--- src/rtl/lpddr2_arb_pkg.sv ---
// lpddr2_arb_pkg: shared types for the LPDDR2 Avalon-MM arbiter and its read owner queue.
package lpddr2_arb_pkg;
    localparam int NUM_REQ = 2;
    // Owner-queue burst field width; must be at least the arbiter's BURST_W.
    localparam int BC_W = 8;

    typedef enum logic [1:0] {
        IDLE   = 2'd0,
        CMD    = 2'd1,
        WBURST = 2'd2
    } state_t;

    typedef logic [$clog2(NUM_REQ)-1:0] req_id_t;

    typedef struct packed {
        req_id_t         id;
        logic [BC_W-1:0] burstcount;
    } rdq_entry_t;
endpackage

--- src/rtl/lpddr2_arb_rdq.sv ---
// lpddr2_arb_rdq: FIFO of accepted read commands; the head entry pops on the last returned beat of its burst.
module lpddr2_arb_rdq
    import lpddr2_arb_pkg::*;
#(
    parameter int MAX_PEND = 8
) (
    input  logic       avm_clk,
    input  logic       rst_n,
    input  logic       push,
    input  rdq_entry_t entry,
    input  logic       beat,
    output logic       full,
    output logic       empty,
    output req_id_t    head_id
);
    localparam int PW = $clog2(MAX_PEND);

    rdq_entry_t      mem [MAX_PEND];
    logic [PW-1:0]   wr_ptr, rd_ptr;
    logic [PW:0]     count;
    logic [BC_W-1:0] beat_cnt;
    logic            pop;

    assign empty   = count == '0;
    assign full    = count == (PW+1)'(MAX_PEND);
    assign head_id = mem[rd_ptr].id;
    // beat_cnt holds the beats already returned for the head entry
    assign pop     = beat & ~empty & (beat_cnt == mem[rd_ptr].burstcount - BC_W'(1));

    always_ff @(posedge avm_clk) begin
        if (push)
            mem[wr_ptr] <= entry;
    end

    always_ff @(posedge avm_clk or negedge rst_n) begin
        if (!rst_n) begin
            wr_ptr   <= '0;
            rd_ptr   <= '0;
            count    <= '0;
            beat_cnt <= '0;
        end else begin
            wr_ptr   <= push ? wr_ptr + PW'(1) : wr_ptr;
            rd_ptr   <= pop ? rd_ptr + PW'(1) : rd_ptr;
            count    <= count + (PW+1)'(push) - (PW+1)'(pop);
            beat_cnt <= pop ? '0 : (beat & ~empty) ? beat_cnt + BC_W'(1) : beat_cnt;
        end
    end
endmodule

--- src/rtl/lpddr2_avm_arbiter.sv ---
// lpddr2_avm_arbiter: round-robin arbiter of two Avalon-MM requesters onto the LPDDR2 MPFE port,
// with write bursts locked to completion and read data routed back through an owner queue.
module lpddr2_avm_arbiter
    import lpddr2_arb_pkg::*;
#(
    parameter int ADDR_W   = 27,
    parameter int DATA_W   = 32,
    parameter int BURST_W  = 4,
    parameter int MAX_PEND = 8
) (
    input  logic                avm_clk,
    input  logic                rst_n,
    input  logic                mem_ready,
    input  logic [ADDR_W-1:0]   m0_address,
    input  logic                m0_read,
    input  logic                m0_write,
    input  logic [DATA_W-1:0]   m0_writedata,
    input  logic [DATA_W/8-1:0] m0_byteenable,
    input  logic [BURST_W-1:0]  m0_burstcount,
    output logic                m0_waitrequest,
    output logic [DATA_W-1:0]   m0_readdata,
    output logic                m0_readdatavalid,
    input  logic [ADDR_W-1:0]   m1_address,
    input  logic                m1_read,
    input  logic                m1_write,
    input  logic [DATA_W-1:0]   m1_writedata,
    input  logic [DATA_W/8-1:0] m1_byteenable,
    input  logic [BURST_W-1:0]  m1_burstcount,
    output logic                m1_waitrequest,
    output logic [DATA_W-1:0]   m1_readdata,
    output logic                m1_readdatavalid,
    output logic [ADDR_W-1:0]   s_address,
    output logic                s_read,
    output logic                s_write,
    output logic [DATA_W-1:0]   s_writedata,
    output logic [DATA_W/8-1:0] s_byteenable,
    output logic [BURST_W-1:0]  s_burstcount,
    input  logic                s_waitrequest,
    input  logic [DATA_W-1:0]   s_readdata,
    input  logic                s_readdatavalid,
    output logic                err_orphan
);
    state_t             state;
    req_id_t            grant, next_grant;
    logic [BURST_W-1:0] beats_left, burst_len;
    logic               req0, req1, in_cmd, g_read, g_write, wait_g, push, wr_accept;
    logic               q_full, q_empty;
    req_id_t            q_head_id;
    rdq_entry_t         q_entry;

    assign req0       = m0_read | m0_write;
    assign req1       = m1_read | m1_write;
    // grant doubles as last_grant: it only steers the mux outside IDLE
    assign next_grant = (req0 & req1) ? ~grant : req1;
    assign in_cmd     = state == CMD && mem_ready;

    assign g_read       = grant ? m1_read : m0_read;
    assign g_write      = grant ? m1_write : m0_write;
    assign s_address    = grant ? m1_address : m0_address;
    assign s_writedata  = grant ? m1_writedata : m0_writedata;
    assign s_byteenable = grant ? m1_byteenable : m0_byteenable;
    assign s_burstcount = grant ? m1_burstcount : m0_burstcount;
    assign burst_len    = s_burstcount == '0 ? BURST_W'(1) : s_burstcount;

    assign s_read    = in_cmd & g_read & ~q_full;
    assign s_write   = g_write & ((in_cmd & ~g_read) | (state == WBURST));
    assign wait_g    = ~(s_read | s_write) | s_waitrequest;
    assign push      = s_read & ~s_waitrequest;
    assign wr_accept = s_write & ~s_waitrequest;

    assign m0_waitrequest = grant | wait_g;
    assign m1_waitrequest = ~grant | wait_g;

    assign q_entry          = '{id: grant, burstcount: BC_W'(burst_len)};
    assign m0_readdata      = s_readdata;
    assign m1_readdata      = s_readdata;
    assign m0_readdatavalid = s_readdatavalid & ~q_empty & ~q_head_id;
    assign m1_readdatavalid = s_readdatavalid & ~q_empty & q_head_id;

    lpddr2_arb_rdq #(.MAX_PEND(MAX_PEND)) u_rdq (
        .avm_clk (avm_clk),
        .rst_n   (rst_n),
        .push    (push),
        .entry   (q_entry),
        .beat    (s_readdatavalid),
        .full    (q_full),
        .empty   (q_empty),
        .head_id (q_head_id)
    );

    always_ff @(posedge avm_clk or negedge rst_n) begin
        if (!rst_n) begin
            state      <= IDLE;
            grant      <= 1'b1;
            beats_left <= '0;
            err_orphan <= 1'b0;
        end else begin
            err_orphan <= err_orphan | (s_readdatavalid & q_empty);
            case (state)
                IDLE: if (mem_ready & (req0 | req1)) begin
                    state <= CMD;
                    grant <= next_grant;
                end
                CMD: if (push) begin
                    state <= IDLE;
                end else if (wr_accept) begin
                    state      <= burst_len > BURST_W'(1) ? WBURST : IDLE;
                    beats_left <= burst_len - BURST_W'(1);
                end
                WBURST: if (wr_accept) begin
                    beats_left <= beats_left - BURST_W'(1);
                    if (beats_left == BURST_W'(1))
                        state <= IDLE;
                end
                default: state <= IDLE;
            endcase
        end
    end
endmodule
--- config.mk ---
export PLATFORM = sky130hd
export DESIGN_NAME = lpddr2_avm_arbiter
export DESIGN_NICKNAME = d
export VERILOG_FILES = /design/src/rtl/lpddr2_arb_pkg.sv /design/src/rtl/lpddr2_arb_rdq.sv /design/src/rtl/lpddr2_avm_arbiter.sv
export SDC_FILE = /design/constraint.sdc
export NUM_CORES = 1
export LEC_CHECK = 0
export CAP_MARGIN = 0
export CORE_AREA = 4 4 119 121
export CTS_BUF_LIST = sky130_fd_sc_hd__clkbuf_8
export CTS_CLUSTER_DIAMETER = 60
export CTS_CLUSTER_SIZE = 16
export DETAILED_ROUTE_END_ITERATION = 10
export DIE_AREA = 0 0 123 125
export GPL_ROUTABILITY_DRIVEN = 0
export MAX_ROUTING_LAYER = met4
export PLACE_DENSITY = 0.8
export RECOVER_POWER = 50
export SLEW_MARGIN = 20
export SYNTH_ARGS = -nofsm -noshare
export SYNTH_HDL_FRONTEND = slang
export SYNTH_SLANG_ARGS = --single-unit
--- constraint.sdc ---
create_clock -name avm_clk -period 9.5 [get_ports avm_clk]
set_input_delay 2.375 -clock avm_clk [delete_from_list [all_inputs] [get_ports avm_clk]]
set_output_delay 2.375 -clock avm_clk [all_outputs]
set_load 0.01 [all_outputs]
==> results of run 1 <==
per-stage QoR:
step                hold WS (ns)   util  setup WS [ns]
floorplan                  0.463      -           3.57
global placement           0.451  0.491           2.51
detailed placement         0.491  0.491           2.43
CTS                        0.510  0.504           2.43
global route               0.511  0.501           1.35
routing by layer:
layer	GRT usage
met5	-
met4	0.0691
met3	0.0659
met2	0.388
met1	0.234
cells by family after synthesis:
family	Yosys count	share of synthesized area
xor gates and xnor gates	17	0.0340
AOI/OAI and AO/OA	37	0.0583
adders and majority gates	16	0.0452
DFF	66	0.403
muxes	88	0.251
and+or+nand+nor	67	0.0768
buffers and inverters	92	0.132
Yosys cell counts, types with 2 or more instances:
cell type | number | area share
mux2i_4 | 2 | 0.0098
o21ai_0 | 11 | 0.012
xor2_1 | 9 | 0.017
buf_4 | 65 | 0.11
o211ai_1 | 2 | 0.0033
nand4_1 | 4 | 0.0054
mux4_2 | 3 | 0.015
dfrtp_1 | 25 | 0.14
nand2_1 | 16 | 0.013
nor2b_1 | 2 | 0.0027
or2_2 | 2 | 0.0027
nand3_1 | 2 | 0.0022
nor2_1 | 17 | 0.014
mux2i_1 | 5 | 0.011
nand2b_1 | 6 | 0.0082
and3_1 | 2 | 0.0027
buf_6 | 2 | 0.0049
inv_1 | 13 | 0.011
nand3b_1 | 2 | 0.0033
xnor2_1 | 7 | 0.013
o22ai_1 | 3 | 0.0041
clkbuf_1 | 10 | 0.0082
ha_1 | 15 | 0.041
a21o_1 | 2 | 0.0033
a21oi_1 | 5 | 0.0054
mux4_1 | 7 | 0.040
edfxtp_1 | 40 | 0.26
mux2_2 | 69 | 0.17
and2_1 | 2 | 0.0027
nor4_1 | 2 | 0.0027
nor3_1 | 5 | 0.0054
==> impl_metrics.json, run 1 <==
{
  "run_status": "stopped before the end",
  "stop_stage": "detailed routing",
  "stop_error": "[ERROR DRT-0255] Maze Route cannot find path of net avm_clk in worker of routeBox ( 96600 0 ) ( 123000 48300 ).",
  "ys_types": 57,
  "dp_cells": 696,
  "start_util": 0.351,
  "clk_path_buf_depth": 2,
  "cts.sinks": 66,
  "synth.avg_cell_area_um2": 12.0,
  "async_flop_share": 0.394,
  "syn-instance-count": 383,
  "io_buffers": 216,
  "ys_warn_count": 0,
  "antenna_found_initial": 0,
  "holdBufCountCts": 0,
  "htreeDepth": 3,
  "grt_pass1_wl_um": 23800,
  "rows": 42,
  "first_global_vias": 3760,
  "die_h_um": 125,
  "synth_area_um2": 4600,
  "grt_usage": 0.220,
  "synth_edf_count": 40,
  "synthFlopType": "edfxtp_1",
  "seq_area_frac_synth": 0.403,
  "ioPinCount": 313,
  "place_area_um2": 6420,
  "hpwlAfterDp_um": 14000,
  "postCtsSetupRepairBufs": 0,
  "cts_resized": 0,
  "numCtsBuffers": 9,
  "clockRootBuffer": "clkbuf_8",
  "dieWidth_um": 123,
  "syn-num-nets": 574,
  "grt_overflow": 0,
  "grt_max_degree": 84,
  "ys_seq_elements": 66
}
==> inputs of run 2 (changes only) <==
--- a/config.mk
+++ b/config.mk
@@ -6,15 +6,11 @@
 export NUM_CORES = 1
 export LEC_CHECK = 0
 export CAP_MARGIN = 0
-export CORE_AREA = 4 4 119 121
-export CTS_BUF_LIST = sky130_fd_sc_hd__clkbuf_8
-export CTS_CLUSTER_DIAMETER = 60
-export CTS_CLUSTER_SIZE = 16
+export CORE_MARGIN = 4
+export CORE_UTILIZATION = 32
 export DETAILED_ROUTE_END_ITERATION = 10
-export DIE_AREA = 0 0 123 125
 export GPL_ROUTABILITY_DRIVEN = 0
-export MAX_ROUTING_LAYER = met4
-export PLACE_DENSITY = 0.8
+export PLACE_DENSITY_LB_ADDON = 0.15
 export RECOVER_POWER = 50
 export SLEW_MARGIN = 20
 export SYNTH_ARGS = -nofsm -noshare
==> impl_metrics.json, run 2 <==
{
  "htreeDepth": 3,
  "antennaDiodeCount": 0,
  "power_frac_seq": 0.298,
  "firstDrtPassIters": 4,
  "clk_path_buf_depth": 2,
  "max_freq_ghz": 0.131,
  "fin_cells": 716,
  "tightest_slew_ns": 3.26,
  "reg_top3": "u_rdq.mem x40, u_rdq.beat_cnt x8",
  "leakagePower_nw": 2.51,
  "die_h_um": 128,
  "finClkSkew_ns": 0.00547,
  "finalWorstSetupSlack_ns": 1.89,
  "ys_warn_count": 0,
  "worstSetupEndpointType": "output pin",
  "syn-num-nets": 574,
  "grt_max_degree": 84,
  "synth_edf_count": 40,
  "ir_worst_vdd_mv": 0.136,
  "syn-instance-count": 383,
  "vias": 3472,
  "first_global_vias": 3676,
  "ioPinCount": 313,
  "synth_top_cell_by_area": "edfxtp_1",
  "ys_types": 57,
  "holdBufCountCts": 0,
  "synth.area.top_cells": "edfxtp_1, mux2_2, dfrtp_1",
  "io_buffers": 216,
  "wl_per_cell_um": 24.0,
  "drt.antenna.violating_nets": 0,
  "required_ns": 7.13,
  "yosysMostFrequentCell": "mux2_2",
  "largest-register": "u_rdq.mem",
  "ys_seq_elements": 66,
  "p_sw_mw": 0.609,
  "slew_headroom": -1.17,
  "drt_iter0_markers": 138,
  "cp.arrival_ns": 5.24,
  "critical_path.cell_chain": "mux2i_1, a211oi_1, nor2b_1, inv_1, a21o_1, clkdlybuf4s50_1",
  "coreArea_um2": 14000,
  "seq_area_frac_synth": 0.403,
  "synth.avg_cell_area_um2": 12.0,
  "cap_violations": 3,
  "postCtsSetupRepairBufs": 0,
  "dieWidth_um": 128,
  "cpMaxStageDelayCell": "dfstp_1",
  "cts.sinks": 66,
  "async_flop_share": 0.394,
  "path_clk_slew_ns": 0.06,
  "holdPathStages": 1,
  "run_status": "complete, but fails checks",
  "finalHoldViolCount": 0,
  "slowest_delay_ns": 2.72,
  "ff2ff_path_depth": 5,
  "grt_pass1_wl_um": 24200,
  "layout_common_cells": "clkdlybuf4s50_1, mux2_2, edfxtp_1, dfrtp_1, nor2_1",
  "dp_slack_ns": 2.46,
  "violations": "capacitance limit, slew limit",
  "start_util": 0.329,
  "grt_overflow": 0,
  "clockRootBuffer": "clkbuf_16",
  "viasPerCell": 4.85,
  "numCtsBuffers": 9,
  "die_area_um2": 16300,
  "dp_cells": 701,
  "hold_slack_ns": 0.467,
  "drv_slew": 120,
  "synth_common_cells": "mux2_2, buf_4, edfxtp_1, dfrtp_1, nor2_1",
  "synth_area_um2": 4600,
  "yosysTopAreaCellShare": 0.261,
  "start_kind": "flip-flop",
  "insertion_delay_ns": 0.33,
  "cts_resized": 0,
  "hpwlAfterDp_um": 14400,
  "drc": 0,
  "grt_usage": 0.206,
  "final_common_cell": "clkdlybuf4s50_1",
  "setup_tns_ns": 0,
  "setup_violations": 0,
  "combPwrFrac": 0.500,
  "p_sw_frac": 0.356,
  "synthFlopType": "edfxtp_1",
  "drive_above_1_share": 0.175,
  "path_class": "reg -> out",
  "rows": 43,
  "tritoncts": "done",
  "syn2layout_area_growth_pct": 46.3,
  "clkPwrFrac": 0.203,
  "min_path_type": "reg -> reg",
  "cellPowerDensity_nw_per_um2": 255,
  "fin_util": 0.481,
  "p_int_mw": 1.10,
  "fin_nets": 723,
  "rsz0062_at_grt": "no",
  "largest_reg_flops": 40,
  "period_needed_ns": 7.61,
  "routed_wl_um": 17200,
  "antenna_found_initial": 0,
  "finalCritPeriodShare": 0.801,
  "path_max_fanout": 83
}
-- run 2: power groups by stage --
stage | clock network [mW] | registers, mW | logic, mW
after CTS | 0.350 | 0.514 | 0.862
final | 0.347 | 0.510 | 0.855
after global routing | 0.365 | 0.528 | 0.919
after detailed placement | 0 | 0.518 | 0.854
after global placement | 0 | 0.515 | 0.842
after floorplan | 0 | 0.423 | 0.571
-- run 2: critical path, delay by kind of cell (launching register included) --
family	cells	cell delay (ns)
compound gates	2	0.60
buf+inv	2	0.64
flops	1	2.72
mux	1	0.36
simple gates	1	0.58
-- run 2: worst paths after layout --
path / startpoint / endpoint / slack (ns)
setup reg to reg: grant / u_rdq.mem[0][4] / 4.10
max in group asynchronous: rst_n / u_rdq.wr_ptr[2] / 5.64
min in group asynchronous: rst_n / u_rdq.beat_cnt[1] / 2.96
hold reg to reg: err_orphan / err_orphan / 0.47
hold / removal: err_orphan / err_orphan / 0.47
setup / recovery: grant / m0_waitrequest / 1.89
-- run 2: through the flow --
stage          cell area, um^2  power (mW)
2_1_floorplan             4600       0.994
3_3_place_gp              6440        1.36
3_5_place_dp              6440        1.37
4_1_cts                   6750        1.73
5_1_grt                   6720        1.81
6_report                  6720        1.71
-- run 2: metal layers --
metal	vias up	global-route usage	wire length, um
met5	-	0	0
met4	0	0.0655	485
met3	16	0.0883	1470
met2	172	0.364	9170
met1	1661	0.222	6030
li1	1623	-	-
-- run 2: layout make-up --
cell class,instances,area (um^2)
fill,1297,7260
tap,180,225
multi-input combinational,225,2120
sequential,66,1850
timing repair buffer,217,2170
inverter,13,48.8
clock buffer,10,229
clock inverter,5,80.1
-- run 2: logic make-up after synthesis --
logic type | share of synthesized area
AND/OR/NAND/NOR | 0.0768
adder cells (fa/ha/maj) | 0.0452
multiplexers | 0.251
AO/OA/AOI/OAI | 0.0583
buffers and inverters | 0.132
flip-flops | 0.403
XOR/XNOR | 0.0340
No activity file was read; power rests on OpenSTA's default activity.
